**src/rtl/mrv1_rf_wb_arb.sv**
```systemverilog
`default_nettype none
// ============================================================================
// Module   : mrv1_rf_wb_arb
// Brief    : Round-robin writeback arbiter feeding the single RF write port
//            through a one-entry output stage, with conflict counting.
// Revision : 1.0
// ============================================================================
module mrv1_rf_wb_arb #(
    parameter int DATA_WIDTH_P    = 32,
    parameter int NUM_THREADS_P   = 8,
    parameter int rf_addr_width_p = 5,
    parameter int NUM_SRC_P       = 2,
    localparam int tid_width_lp   = $clog2(NUM_THREADS_P),
    localparam int src_width_lp   = $clog2(NUM_SRC_P)
) (
    input  logic                                         clk_i,
    input  logic                                         rst_i,
    input  logic [NUM_SRC_P-1:0]                         src_v_i,
    output logic [NUM_SRC_P-1:0]                         src_ready_o,
    input  logic [NUM_SRC_P-1:0][tid_width_lp-1:0]       src_tid_i,
    input  logic [NUM_SRC_P-1:0][rf_addr_width_p-1:0]    src_addr_i,
    input  logic [NUM_SRC_P-1:0][DATA_WIDTH_P-1:0]       src_data_i,
    input  logic                                         rf_stall_i,
    output logic                                         rd_w_en_o,
    output logic [tid_width_lp-1:0]                      rd_tid_o,
    output logic [rf_addr_width_p-1:0]                   rd_addr_o,
    output logic [DATA_WIDTH_P-1:0]                      rd_data_o,
    output logic [src_width_lp-1:0]                      rd_src_o,
    output logic [31:0]                                  conflict_cnt_o
);

    logic                        r_out_valid;
    logic [tid_width_lp-1:0]     r_tid;
    logic [rf_addr_width_p-1:0]  r_addr;
    logic [DATA_WIDTH_P-1:0]     r_data;
    logic [src_width_lp-1:0]     r_src;
    logic [src_width_lp-1:0]     r_rr;
    logic [31:0]                 r_conflict_cnt;

    logic                        w_can_accept;
    logic                        w_drain;
    logic                        w_found;
    logic [src_width_lp-1:0]     w_gnt_idx;
    logic [src_width_lp-1:0]     w_rr_next;
    logic                        w_grant;
    logic                        w_load;
    logic                        w_conflict;

    // Reset gating keeps the handshake and write enable quiet while rst_i is high.
    assign w_can_accept = ~rst_i & (~r_out_valid | ~rf_stall_i);
    assign w_drain      = ~rst_i & r_out_valid & ~rf_stall_i;

    always_comb begin
        logic [src_width_lp-1:0] cand;
        cand      = '0;
        w_found   = 1'b0;
        w_gnt_idx = '0;
        for (int k = 0; k < NUM_SRC_P; k++) begin
            cand = src_width_lp'((int'(r_rr) + k) % NUM_SRC_P);
            if (!w_found && src_v_i[cand]) begin
                w_found   = 1'b1;
                w_gnt_idx = cand;
            end
        end
    end

    assign w_grant    = w_can_accept & w_found;
    assign w_rr_next  = src_width_lp'((int'(w_gnt_idx) + 1) % NUM_SRC_P);
    // Writes to x0 are consumed from the source but never reach the RF.
    assign w_load     = w_grant & (src_addr_i[w_gnt_idx] != '0);
    assign w_conflict = w_can_accept & ($countones(src_v_i) >= 2);

    always_comb begin
        src_ready_o = '0;
        if (w_grant) begin
            src_ready_o[w_gnt_idx] = 1'b1;
        end
    end

    always_ff @(posedge clk_i or posedge rst_i) begin
        if (rst_i) begin
            r_out_valid    <= 1'b0;
            r_tid          <= '0;
            r_addr         <= '0;
            r_data         <= '0;
            r_src          <= '0;
            r_rr           <= '0;
            r_conflict_cnt <= '0;
        end else begin
            if (w_load) begin
                r_out_valid <= 1'b1;
                r_tid       <= src_tid_i[w_gnt_idx];
                r_addr      <= src_addr_i[w_gnt_idx];
                r_data      <= src_data_i[w_gnt_idx];
                r_src       <= w_gnt_idx;
            end else if (w_drain) begin
                r_out_valid <= 1'b0;
            end
            if (w_grant) begin
                r_rr <= w_rr_next;
            end
            if (w_conflict && (r_conflict_cnt != 32'hFFFF_FFFF)) begin
                r_conflict_cnt <= r_conflict_cnt + 32'd1;
            end
        end
    end

    assign rd_w_en_o      = w_drain;
    assign rd_tid_o       = r_tid;
    assign rd_addr_o      = r_addr;
    assign rd_data_o      = r_data;
    assign rd_src_o       = r_src;
    assign conflict_cnt_o = r_conflict_cnt;

endmodule
`default_nettype wire

```
**config.mk**
```make
export PLATFORM = sky130hd
export DESIGN_NAME = mrv1_rf_wb_arb
export DESIGN_NICKNAME = d
export VERILOG_FILES = /design/src/rtl/mrv1_rf_wb_arb.sv
export SDC_FILE = /design/constraint.sdc
export NUM_CORES = 1
export LEC_CHECK = 0
export ABC_AREA = 1
export ABC_CLOCK_PERIOD_IN_PS = 3900
export BUFFER_PORTS_ARGS = -buffer_cell sky130_fd_sc_hd__buf_4
export CORE_MARGIN = 3
export CORE_UTILIZATION = 52
export CTS_BUF_LIST = sky130_fd_sc_hd__clkbuf_2
export DETAILED_ROUTE_END_ITERATION = 8
export HOLD_SLACK_MARGIN = 0.02
export PLACE_DENSITY = 0.8
export SLEW_MARGIN = 20
export SYNTH_ARGS = -nofsm -noshare
export SYNTH_HDL_FRONTEND = slang
export SYNTH_SLANG_ARGS = --single-unit
```
**constraint.sdc**
```tcl
create_clock -name clk_i -period 3.9 [get_ports clk_i]
set_input_delay 0.39 -clock clk_i [delete_from_list [all_inputs] [get_ports clk_i]]
set_output_delay 0.39 -clock clk_i [all_outputs]
set_load 0.03 [all_outputs]
```
==> flow_metrics.tcl <==
set metrics [dict create \
    critical_path.max_stage_delay_ps 580 \
    critPathRequiredTime_ps 4330 \
    htreeDepth 3 \
    period_share_pct 68.0 \
    synthArstFlopShare_pct 100 \
    clock_latency_ps 510 \
    tns_ps 0 \
    crit_family "simple AND/OR/NAND/NOR gates" \
    crit_top_cell "nand2_1" \
    rr_worst_depth 10 \
    skew_ps 30.7 \
    synth-simple-area-share_pct 45.9 \
    initialDrtViolationCount 248 \
    ir_drop_mv 0.257 \
    drive_above_1_share_pct 24.8 \
    io_buffers 160 \
    outcome "finished, final reports clean" \
    synth_area_sq_um 4390 \
    cts_buffers 9 \
    synth.avg_cell_area_sq_um 6.74 \
    cp_slowest_cell "nand2_2" \
    netlist_instances 652 \
    drt_wl_total_microns 12600 \
    critical_path_class "reg2reg" \
    cts_tree "yes" \
    fmax_mhz 377 \
    synth_compound_area_share_pct 3.05 \
    r2r_slack_ps 1250 \
    end_kind "flop" \
    fp.dieW_microns 97.9 \
    area_growth_pct 30.0 \
    dieArea_sq_um 9580 \
    synth_adder_area_share_pct 0.285 \
    first_global_vias 4434 \
    yosysWarnings 0 \
    start_util_pct 55.1 \
    hold_slack_ps 174 \
    arrival_ps 3080 \
    cts-root-buf "clkbuf_2" \
    drv_cap 0 \
    yosys.area.top_type_share_pct 42.7 \
    grt_pass1_wl_microns 20600 \
    synth-xor-area-share_pct 1.40 \
    grt_antenna_before_repair 1 \
    rsz0062_at_grt "no" \
    synthMuxAreaShare_pct 0 \
    cts_setup_buffers 0 \
    final-setup-viol-count 0 \
    dr.pass1.iters 6 \
    grt_max_degree 76 \
    timing.rr.end "rd_data_o[1]" \
    gr-total-overflow 0 \
    crit-reg2reg-launch "r_rr" \
    hpwl_microns 9610 \
    cts_num_sinks 75 \
    start_kind "flop" \
    ys_ff_latch 75 \
    synth.top_cells.by_count "nand2_1, dfrtp_1, nor2_1, nand3_1, inv_1" \
    layout_min_cycle_time_ps 2650 \
    path_cells "inv_1 > nand2_1 > nand2_2 > nand2_1 > o21ai_1 > nand2_1 > o21bai_2 > buf_4 > nand2_1 > nand2_1" \
    ys.flop_type "dfrtp_1" \
    worstHoldStart "rf_stall_i" \
    drc 0 \
    postRouteAntennaNets 0 \
    cp_num_buf_inv 2 \
    clkTransAtPathRegs_ps 220 \
    routedWlPerCell_microns 13.8 \
    synth_edf_count 0 \
    drv_slew 0 \
    routed_via_density 5.02 \
    cts_hold_buffers 0 \
    vias 4576 \
    final_nets 890 \
    routabilityCongestion 0.927 \
    p_leak_nw 3.10 \
    worstHoldEndpoint "r_out_valid" \
    hold_violations 0 \
    yosys.cell_count.top_type "nand2_1" \
    grtUsageTotal_pct 26.1 \
    synth_top_family_by_area "simple AND/OR/NAND/NOR gates" \
    cts_max_path_buffers 2 \
    pin_count 161 \
    worst_pin_slew_ps 918 \
    crit_fanout 44 \
    synth_cell_types 30 \
    cts_resized 0 \
    coreArea_sq_um 7970 \
    synth_nets 738 \
    synth_area_leaders "dfrtp_1, nand2_1, nand3_1, nor2_1, inv_1" \
    hold_path_class "in2reg" \
    relSlewSlack_pct 38.8 \
    p_per_area_nw_per_um2 428 \
    die_h_microns 97.9 \
    hold_depth 3 \
    rows 32 \
    synth_largest_area_cell "dfrtp_1" \
    ys_seq_area_share_pct 42.7 \
]
[layer usage]
metal  wire [microns]  track usage (%)  up-vias
met1             5150             31.7     2084
met4              267             10.9        0
met3              902             6.21       18
li1                 -                -     2320
met5                0                0        -
met2             6250             44.7      154
[logic make-up (layout without fill, tap and decap cells)]
family / count (synthesis) / in the layout
XOR/XNOR: 7 / 7
flip-flops: 75 / 75
adder cells (fa/ha/maj): 1 / 1
AO/OA/AOI/OAI: 21 / 21
other: 0 / 1
buffers and inverters: 60 / 217
AND/OR/NAND/NOR: 488 / 488
[sequential cells by signal (all words and copies together), names as in the netlist]
name            flops
rd_tid_o            3
r_rr                1
conflict_cnt_o     32
r_out_valid         1
rd_addr_o           5
rd_data_o          32
rd_src_o            1
[final cells by class]
type | count | area, sq um
well taps | 102 | 128
flip-flops and latches | 75 | 1880
clock buffers | 9 | 45.0
repair buffers | 165 | 1240
multi-input cells | 517 | 2230
fillers | 646 | 2260
inverters | 36 | 140
clock inverters | 7 | 45.0
diodes | 1 | 2.50
[power breakdown]
part / total (mW) / internal, mW / switching (mW) / leakage, nW
combinational: 1.02 / 0.370 / 0.645 / 2.10
sequential: 1.06 / 0.927 / 0.132 / 0.965
clock: 0.367 / 0.0778 / 0.289 / 0.0413
total: 2.44 / 1.38 / 1.07 / 3.10
[stage by stage]
stage	utilization [%]	instances	instance area [sq um]	power, mW	worst slack [ps]
2_1_floorplan	-	652	4390	1.67	617
3_3_place_gp	70.5	895	5620	2.07	1360
3_5_place_dp	70.5	895	5620	2.09	1210
4_1_cts	71.6	911	5710	2.45	1250
5_1_grt	71.6	912	5710	2.59	980
6_report	71.6	912	5710	2.44	1250
[tightest hold or removal path, stage by stage]
cell and delay [ps]:
buf_4 90, nor2_1 50, o21ai_0 130
[worst max-delay path by stage]
stage | depth (start not counted) | start | to | slack [ps]
2_1_floorplan | 5 | rst_i | src_ready_o[0] | 620
3_3_place_gp | 9 | src_v_i[0] | rd_data_o[19] | 1360
3_5_place_dp | 9 | src_v_i[0] | rd_data_o[10] | 1210
4_1_cts | 10 | r_rr | rd_data_o[1] | 1250
5_1_grt | 10 | r_rr | rd_data_o[20] | 980
6_report | 10 | r_rr | rd_data_o[1] | 1250
[layout by cell type (no fill, tap or decap), types with 4 or more instances in the layout]
cell	n
o21ai_0	11
nand3b_1	16
dfrtp_1	75
buf_4	165
nor2_1	52
clkbuf_2	9
o21ai_2	5
nand2_1	356
xor2_1	4
inv_1	32
nand3_1	49
clkinvlp_4	5
No activity file was read; power rests on OpenSTA's default activity.
